--- src/rtl/eei_pkg.sv ---
// Shared types and constants for the EEI issue unit.
package eei_pkg;

   // Width of a register index (32 architectural registers).
   localparam int REG_IDX_W = 5;

   // Issue sequencer states.
   typedef enum logic [2:0] {
      ST_IDLE   = 3'd0,
      ST_GATHER = 3'd1,
      ST_REQ    = 3'd2,
      ST_WB     = 3'd3,
      ST_DONE   = 3'd4
   } eei_state_e;

   // Result writeback kinds returned by the EEI target.
   typedef enum logic [1:0] {
      RD_OP_NONE      = 2'd0,
      RD_OP_SINGLE    = 2'd1,
      RD_OP_BATCH     = 2'd2,
      RD_OP_BATCH_EXT = 2'd3
   } rd_op_e;

endpackage

--- src/rtl/eei_issue.sv ---
// EEI issue unit: accepts an instruction, gathers its operands from the
// register file, issues one request to the EEI target, writes the returned
// results back and reports completion.
//
// Handshakes: ins_valid/ins_ready is a strict valid/ready pair -- a transfer
// happens on a rising edge where both are high, and ins_ready is high only
// while idle. On the EEI side eei_req rises in REQ and, together with every
// eei_* output, stays stable until the edge that samples eei_ack high (an
// ack in the first REQ cycle is legal); eei_req drops on the following cycle.
module eei_issue
   import eei_pkg::*;
#(
   parameter int RS_MAX  = 8,
   parameter int RD_MAX  = 8,
   parameter int TIMEOUT = 255
) (
   input  logic                        clk_i,
   input  logic                        rst_i,
   // instruction side
   input  logic                        ins_valid,
   output logic                        ins_ready,
   input  logic                        ins_ext,
   input  logic [2:0]                  ins_funct3,
   input  logic [6:0]                  ins_funct7,
   input  logic [REG_IDX_W-1:0]        ins_rs1,
   input  logic [REG_IDX_W-1:0]        ins_rs2,
   input  logic [REG_IDX_W-1:0]        ins_rd,
   input  logic [REG_IDX_W-1:0]        ins_batch_start,
   input  logic [REG_IDX_W-1:0]        ins_batch_len,
   // register file
   output logic [REG_IDX_W-1:0]        rf_raddr,
   input  logic [31:0]                 rf_rdata,
   output logic                        rf_we,
   output logic [REG_IDX_W-1:0]        rf_waddr,
   output logic [31:0]                 rf_wdata,
   // EEI initiator
   output logic                        eei_req,
   output logic                        eei_ext,
   output logic [2:0]                  eei_funct3,
   output logic [6:0]                  eei_funct7,
   output logic [REG_IDX_W-1:0]        eei_batch_start,
   output logic [REG_IDX_W-1:0]        eei_batch_len,
   output logic [RS_MAX-1:0][31:0]     eei_rs_val,
   input  logic                        eei_ack,
   input  logic                        eei_error,
   input  logic [1:0]                  eei_rd_op,
   input  logic [REG_IDX_W-1:0]        eei_rd_len,
   input  logic [RD_MAX-1:0][31:0]     eei_rd_val,
   // completion
   output logic                        done_valid,
   output logic                        done_error,
   output logic                        busy,
   // debug view of the sequencer state
   output eei_state_e                  state
);

   localparam int RS_IW = (RS_MAX > 1) ? $clog2(RS_MAX) : 1;
   localparam int RD_IW = (RD_MAX > 1) ? $clog2(RD_MAX) : 1;
   localparam int TO_W  = $clog2(TIMEOUT + 1);
   localparam logic [REG_IDX_W:0] RS_MAX_W  = (REG_IDX_W + 1)'(RS_MAX);
   localparam logic [REG_IDX_W:0] RD_MAX_W  = (REG_IDX_W + 1)'(RD_MAX);
   localparam logic [TO_W-1:0]    TO_LAST   = TO_W'(TIMEOUT - 1);

   eei_state_e                 state_q, state_d;

   // latched instruction
   logic                       ext_q;
   logic [2:0]                 funct3_q;
   logic [6:0]                 funct7_q;
   logic [REG_IDX_W-1:0]       rs1_q, rs2_q, rd_q, bstart_q, blen_q;

   // operand buffer, shared slot/register counter, REQ wait counter
   logic [RS_MAX-1:0][31:0]    rs_buf_q;
   logic [REG_IDX_W-1:0]       idx_q;
   logic [TO_W-1:0]            tcnt_q;

   // response captured on the ack cycle
   rd_op_e                     rd_op_q;
   logic [REG_IDX_W-1:0]       rd_len_q;
   logic                       err_q;
   logic [RD_MAX-1:0][31:0]    rd_val_q;

   // sticky completion error for the current instruction
   logic                       fail_q;

   // combinational helpers
   logic                       oversize;
   logic [REG_IDX_W-1:0]       n_ops;
   logic [REG_IDX_W-1:0]       gather_addr;
   logic [REG_IDX_W-1:0]       batch_addr;
   logic                       rd_len_bad;
   logic                       gather_last;
   logic                       fail_set;

   assign oversize    = ins_ext && ({1'b0, ins_batch_len} > RS_MAX_W);
   assign n_ops       = ext_q ? blen_q : REG_IDX_W'(2);
   assign batch_addr  = bstart_q + idx_q;  // wraps mod 32 naturally
   assign gather_addr = ext_q ? batch_addr : ((idx_q == '0) ? rs1_q : rs2_q);
   assign rd_len_bad  = {1'b0, rd_len_q} > RD_MAX_W;

   assign busy            = (state_q != ST_IDLE);
   assign state           = state_q;
   assign eei_ext         = ext_q;
   assign eei_funct3      = funct3_q;
   assign eei_funct7      = funct7_q;
   assign eei_batch_start = bstart_q;
   assign eei_batch_len   = blen_q;
   assign eei_rs_val      = rs_buf_q;

   // State register.
   always_ff @(posedge clk_i or posedge rst_i) begin
      if (rst_i) state_q <= ST_IDLE;
      else       state_q <= state_d;
   end

   // Next-state decode and all handshake / register-file / completion outputs.
   always_comb begin
      state_d     = state_q;
      ins_ready   = 1'b0;
      eei_req     = 1'b0;
      rf_raddr    = '0;
      rf_we       = 1'b0;
      rf_waddr    = '0;
      rf_wdata    = '0;
      done_valid  = 1'b0;
      done_error  = 1'b0;
      gather_last = 1'b0;
      fail_set    = 1'b0;
      case (state_q)
         ST_IDLE: begin
            ins_ready = 1'b1;
            if (ins_valid) begin
               if (oversize)                               state_d = ST_DONE;
               else if (ins_ext && (ins_batch_len == '0))  state_d = ST_REQ;
               else                                        state_d = ST_GATHER;
            end
         end
         ST_GATHER: begin
            rf_raddr = gather_addr;
            if (idx_q == n_ops - REG_IDX_W'(1)) begin
               gather_last = 1'b1;
               state_d     = ST_REQ;
            end
         end
         ST_REQ: begin
            eei_req = 1'b1;
            if (eei_ack) begin
               state_d = ST_WB;
            end else if (tcnt_q == TO_LAST) begin
               fail_set = 1'b1;
               state_d  = ST_DONE;
            end
         end
         ST_WB: begin
            if (err_q) begin
               fail_set = 1'b1;
               state_d  = ST_DONE;
            end else begin
               case (rd_op_q)
                  RD_OP_SINGLE: begin
                     rf_waddr = rd_q;
                     rf_wdata = rd_val_q[0];
                     rf_we    = (rd_q != '0);
                     state_d  = ST_DONE;
                  end
                  RD_OP_BATCH, RD_OP_BATCH_EXT: begin
                     if (rd_len_bad) begin
                        fail_set = 1'b1;
                        state_d  = ST_DONE;
                     end else if (rd_len_q == '0) begin
                        state_d = ST_DONE;
                     end else begin
                        rf_waddr = batch_addr;
                        rf_wdata = rd_val_q[idx_q[RD_IW-1:0]];
                        rf_we    = (batch_addr != '0);
                        if (idx_q == rd_len_q - REG_IDX_W'(1)) state_d = ST_DONE;
                     end
                  end
                  default: state_d = ST_DONE;  // RD_OP_NONE
               endcase
            end
         end
         ST_DONE: begin
            done_valid = 1'b1;
            done_error = fail_q;
            state_d    = ST_IDLE;
         end
         default: state_d = ST_IDLE;
      endcase
   end

   // Instruction latch, operand gather, response capture and counters.
   always_ff @(posedge clk_i or posedge rst_i) begin
      if (rst_i) begin
         ext_q    <= 1'b0;
         funct3_q <= '0;
         funct7_q <= '0;
         rs1_q    <= '0;
         rs2_q    <= '0;
         rd_q     <= '0;
         bstart_q <= '0;
         blen_q   <= '0;
         rs_buf_q <= '0;
         idx_q    <= '0;
         tcnt_q   <= '0;
         rd_op_q  <= RD_OP_NONE;
         rd_len_q <= '0;
         err_q    <= 1'b0;
         rd_val_q <= '0;
         fail_q   <= 1'b0;
      end else begin
         case (state_q)
            ST_IDLE: begin
               if (ins_valid) begin
                  ext_q    <= ins_ext;
                  funct3_q <= ins_funct3;
                  funct7_q <= ins_funct7;
                  rs1_q    <= ins_rs1;
                  rs2_q    <= ins_rs2;
                  rd_q     <= ins_rd;
                  bstart_q <= ins_batch_start;
                  blen_q   <= ins_batch_len;
                  rs_buf_q <= '0;
                  idx_q    <= '0;
                  tcnt_q   <= '0;
                  fail_q   <= oversize;
               end
            end
            ST_GATHER: begin
               rs_buf_q[idx_q[RS_IW-1:0]] <= rf_rdata;
               idx_q <= gather_last ? '0 : idx_q + REG_IDX_W'(1);
            end
            ST_REQ: begin
               if (eei_ack) begin
                  rd_op_q  <= rd_op_e'(eei_rd_op);
                  rd_len_q <= eei_rd_len;
                  err_q    <= eei_error;
                  rd_val_q <= eei_rd_val;
                  idx_q    <= '0;
               end else begin
                  tcnt_q <= tcnt_q + TO_W'(1);
               end
               if (fail_set) fail_q <= 1'b1;
            end
            ST_WB: begin
               idx_q <= idx_q + REG_IDX_W'(1);
               if (fail_set) fail_q <= 1'b1;
            end
            default: ;
         endcase
      end
   end

endmodule

--- config.mk ---
export PLATFORM = sky130hd
export DESIGN_NAME = eei_issue
export DESIGN_NICKNAME = d
export VERILOG_FILES = /design/src/rtl/eei_pkg.sv /design/src/rtl/eei_issue.sv
export SDC_FILE = /design/constraint.sdc
export NUM_CORES = 1
export LEC_CHECK = 0
export CORE_MARGIN = 3
export CORE_UTILIZATION = 29
export CTS_CLUSTER_SIZE = 28
export DETAILED_ROUTE_END_ITERATION = 7
export GPL_TIMING_DRIVEN = 0
export PLACE_DENSITY = 0.56
export SLEW_MARGIN = 30
export SYNTH_ARGS = -nofsm -noshare
export SYNTH_HDL_FRONTEND = slang
export SYNTH_SLANG_ARGS = --single-unit
--- constraint.sdc ---
create_clock -name clk_i -period 37.9 [get_ports clk_i]
set_input_delay 7.58 -clock clk_i [delete_from_list [all_inputs] [get_ports clk_i]]
set_output_delay 7.58 -clock clk_i [all_outputs]
set_load 0.01 [all_outputs]
==> impl_results.md <==
* Total power of the final layout at 2.69 mW
* Floorplan row count at 107
* CP max FO at 10
* Total grt overflow at 0
* FF+latch count, synth at around 570
* Remaining max-slew budget at the tightest pin at 35.3%
* EDFF count, synth at 0
* Critical path class: flip-flop to output pin
* Post-synth top area cell: dfrtp_1
* Syn_nets at between 2000 and 3000
* Total leakage power at ~15 nW
* Via count of the first global-routing pass at 20600
* DR WL/cell at 25.0 um
* Number of clock buffers inserted by TritonCTS at 69
* Sum of net half-perimeters after detailed placement at 77100 um
* Deepest clock path buffer count at 3
* Fraction of power spent switching nets at 34.9%
* Fmax at about 86 MHz
* Internal power contribution at 1.75 mW
* Detailed-router iteration count before antenna repair at 5
* End point of the most critical hold path: rs2_q[2]
* Asr flop ratio synth at 100%
* Required time of the worst setup path at 30320 ps
* Vias/cell at 4.87
* Power Density at about 76 mW/mm^2
* Reg-to-Reg Start: idx_q[1]
* Fin Setup TNS at 0 ps
* Antenna violations before repair at 35
* Port Buffers at around 630
* Most common flop cell mapped by yosys: dfrtp_1
* # H-tree levels at 3
* Number of antenna-violating nets in the routed design at 0
* Global-route wire length before repair at 148000 um
* Endpoint of the worst-slack reg-to-reg timing path: eei_rs_val[252]
* Synth top area share at 56.9%
* Worst hold slack across all endpoints at about 480 ps
* Top cells by area in the synthesized netlist: dfrtp_1 57%, mux2_2 11%, nand2_1 8.2%
* Worst setup EP type: output pin
* Worst Tran Pin Value at around 960 ps
* Die height at 301 um
* Average cell area after synthesis at ~11 sq um
* Kind of path behind the tightest hold check: flip-flop to flip-flop
* Number of maximum-capacitance violations at 0
* NetSw at around 0.94 mW
* Final-report max-slew violation count at 0
* Cell chosen for the clock root: clkbuf_16
* Die Footprint at 0.0905 sq mm
* Instance count of the mapped netlist at 2202
* Count of cells along the worst register-to-register path at 9
* Distinct cell type count after synthesis at 67
* FF/Latch Area at 0.0143 sq mm
* Area occupied by multi-input gates at 0.00982 sq mm
* Hold violation total from the final report at 0
* Total of hold buffers inserted after clock tree synthesis at 0
* DR DRC count at 0
* Total number of vias at 20100
* Global Route Usage Sum at between 20 and 25%
* Starting Density at 29.4%
* Top-level port count at 664
* CTS tree: done
* Clock edge transition at the registers on the reported setup and hold paths at ~60 ps
* # setup viols final at 0
* Number of violations reported at the end of detailed-routing iteration 0 at 1342
* Post-CTS setup buffers at 0
* Layout net count at 3260
* Setup Skew at 22.8 ps
* RSZ-0062 raised after global routing: false
* Fin crit share at 30.8%
* Startpoint of the tightest hold check path: rs2_q[2]
* Share of power burned in combinational logic at 37.5%
* Register share of total power at 36.9%
* Run status: finished, final reports clean
* Total wire length at 103000 um
* Share of total power in the clock network at 25.6%
* Die width at 301 um
* Number of warnings issued by yosys at 0
* Largest net degree at the start of global routing at 88
* TritonCTS sink count at 573
* Cells resized by post-CTS repair at 0
* Sequential-to-total area share from yosys stat at between 50% and 60%
* Number of cells traversed by the worst hold path at 2
* Routability cong. at 0.820
* Worst reg2reg setup slack at 34480 ps
* Maximum vdd drop at 0.0360 mV
* Area overhead of the layout relative to synthesis at 41.2%
* Fraction of final layout cells with drive strength greater than 1 at 19.1%
* Final min period at 11660 ps
* Worst Setup Start Kind: flip-flop
* Core box area at about 0.086 sq mm
* Skew-Pair Late Insertion Delay at roughly 600 ps
* Fill cell total of the finished layout at 8272
* Cell area after technology mapping at 0.0252 sq mm
* Critical Path AT at around 4100 ps
[synthesized netlist by cell type (all sizes together) (2+ instances only)]
library cell	instances
a22o	67
a32oi	3
nand2	552
o211ai	2
a21oi	22
a22oi	10
and3	4
a221oi	17
or3	3
mux2i	30
xor2	11
nor2b	7
nand3	73
clkbuf	57
nor3	13
a21o	4
dfrtp	573
mux4	40
nor3b	3
nand4	3
xnor2	11
a211o	2
buf	128
inv	13
ha	11
a31oi	2
o21ai	179
mux2	276
and2	6
o22ai	3
a211oi	5
nor4	6
nor2	45
or4	2
nand2b	7
[cells in the final DEF (no fill, tap or decap), drive strengths merged, types with 4 or more instances in the layout]
cell / Yosys / layout
xnor2: 11 / 11
nand3: 73 / 73
mux2i: 30 / 30
a21o: 4 / 4
dfrtp: 573 / 573
nor4: 6 / 6
clkinv: 0 / 18
and2: 6 / 6
xor2: 11 / 11
inv: 13 / 16
a21oi: 22 / 22
nor2: 45 / 45
clkinvlp: 0 / 7
a221oi: 17 / 17
a22oi: 10 / 10
buf: 128 / 136
a211oi: 5 / 5
nand2b: 7 / 7
o21ai: 179 / 179
nand2: 552 / 552
clkdlybuf4s50: 0 / 631
bufinv: 0 / 6
nor2b: 7 / 7
a22o: 67 / 67
and3: 4 / 4
ha: 11 / 11
mux4: 40 / 40
diode: 0 / 14
clkbuf: 57 / 146
mux2: 276 / 276
nor3: 13 / 13
[cell families (layout without fill, tap and decap cells)]
| family | after synthesis | after routing | share of synthesized area [%] |
|---|---|---|---|
| AND/OR/NAND/NOR | 729 | 729 | 12.3 |
| adder cells (fa/ha/maj) | 12 | 12 | 0.626 |
| XOR/XNOR | 22 | 22 | 0.765 |
| buffers and inverters | 198 | 960 | 4.16 |
| AO/OA/AOI/OAI | 322 | 322 | 8.08 |
| flip-flops | 573 | 573 | 56.9 |
| other | 0 | 14 | 0 |
| multiplexers | 346 | 346 | 17.1 |
[flip-flops by register name (all words and copies together), names as in the netlist, 3 cells and up]
name / count
rd_len_q: 5
rs2_q: 5
eei_funct7: 7
idx_q: 5
tcnt_q: 8
eei_rs_val: 256
eei_funct3: 3
eei_batch_start: 5
state: 3
rd_val_q: 256
eei_batch_len: 5
rd_q: 5
rs1_q: 5
[layer usage]
layer | vias up | wire (um) | global-route usage (%)
met3 | 182 | 9060 | 7.73
met2 | 771 | 50800 | 38.4
met5 | - | 264 | 0
li1 | 9046 | - | -
met1 | 10000 | 40300 | 26.4
met4 | 38 | 2780 | 6.69
[critical path, cell delays in order, from the launching register on]
cell,delay (ps)
dfrtp_1,450
buf_6,190
inv_4,90
buf_6,200
clkbuf_2,350
buf_16,190
ha_1,160
nor4b_4,630
a211oi_1,190
a211oi_1,320
clkdlybuf4s50_1,670
[worst max path at each step]
stage                       end     start  slack (ps)
2_1_floorplan  eei_batch_len[0]     rst_i       14290
3_3_place_gp      rd_val_q[108]     rst_i        6100
3_5_place_dp        rf_raddr[4]  idx_q[0]       26790
4_1_cts             rf_raddr[4]  idx_q[0]       26110
5_1_grt            rf_wdata[23]  idx_q[1]       26090
6_report            rf_raddr[4]  idx_q[0]       26240
[power by group through the flow]
stage	Combinational, mW	Sequential, mW	Clock, mW
after floorplan	0.554	0.990	0
after global placement	1.00	1.00	0
after detailed placement	1.02	1.00	0
after CTS	1.02	0.992	0.704
after global routing	1.09	1.02	0.731
final	1.01	0.993	0.688
[per-stage QoR]
stage	utilization, %	area, sq um	cells	setup slack [ps]
after floorplan	-	25200	2202	14290
after global placement	38.4	32900	3977	6100
after detailed placement	38.7	33200	3985	26790
after CTS	41.5	35500	4108	26110
after global routing	41.5	35600	4114	26090
final	41.5	35600	4122	26240
[cell type report]
cell class,instances,share of cell area (%)
Inverter,13,0.165
Tap cell,1144,4.02
Antenna cell,14,0.0985
Multi-Input combinational cell,1431,27.6
Sequential cell,573,40.3
Clock buffer,89,5.35
Timing Repair Buffer,639,18.4
Clock inverter,34,1.29
Buffer,185,2.81
Power figures use the tool's default switching activity.
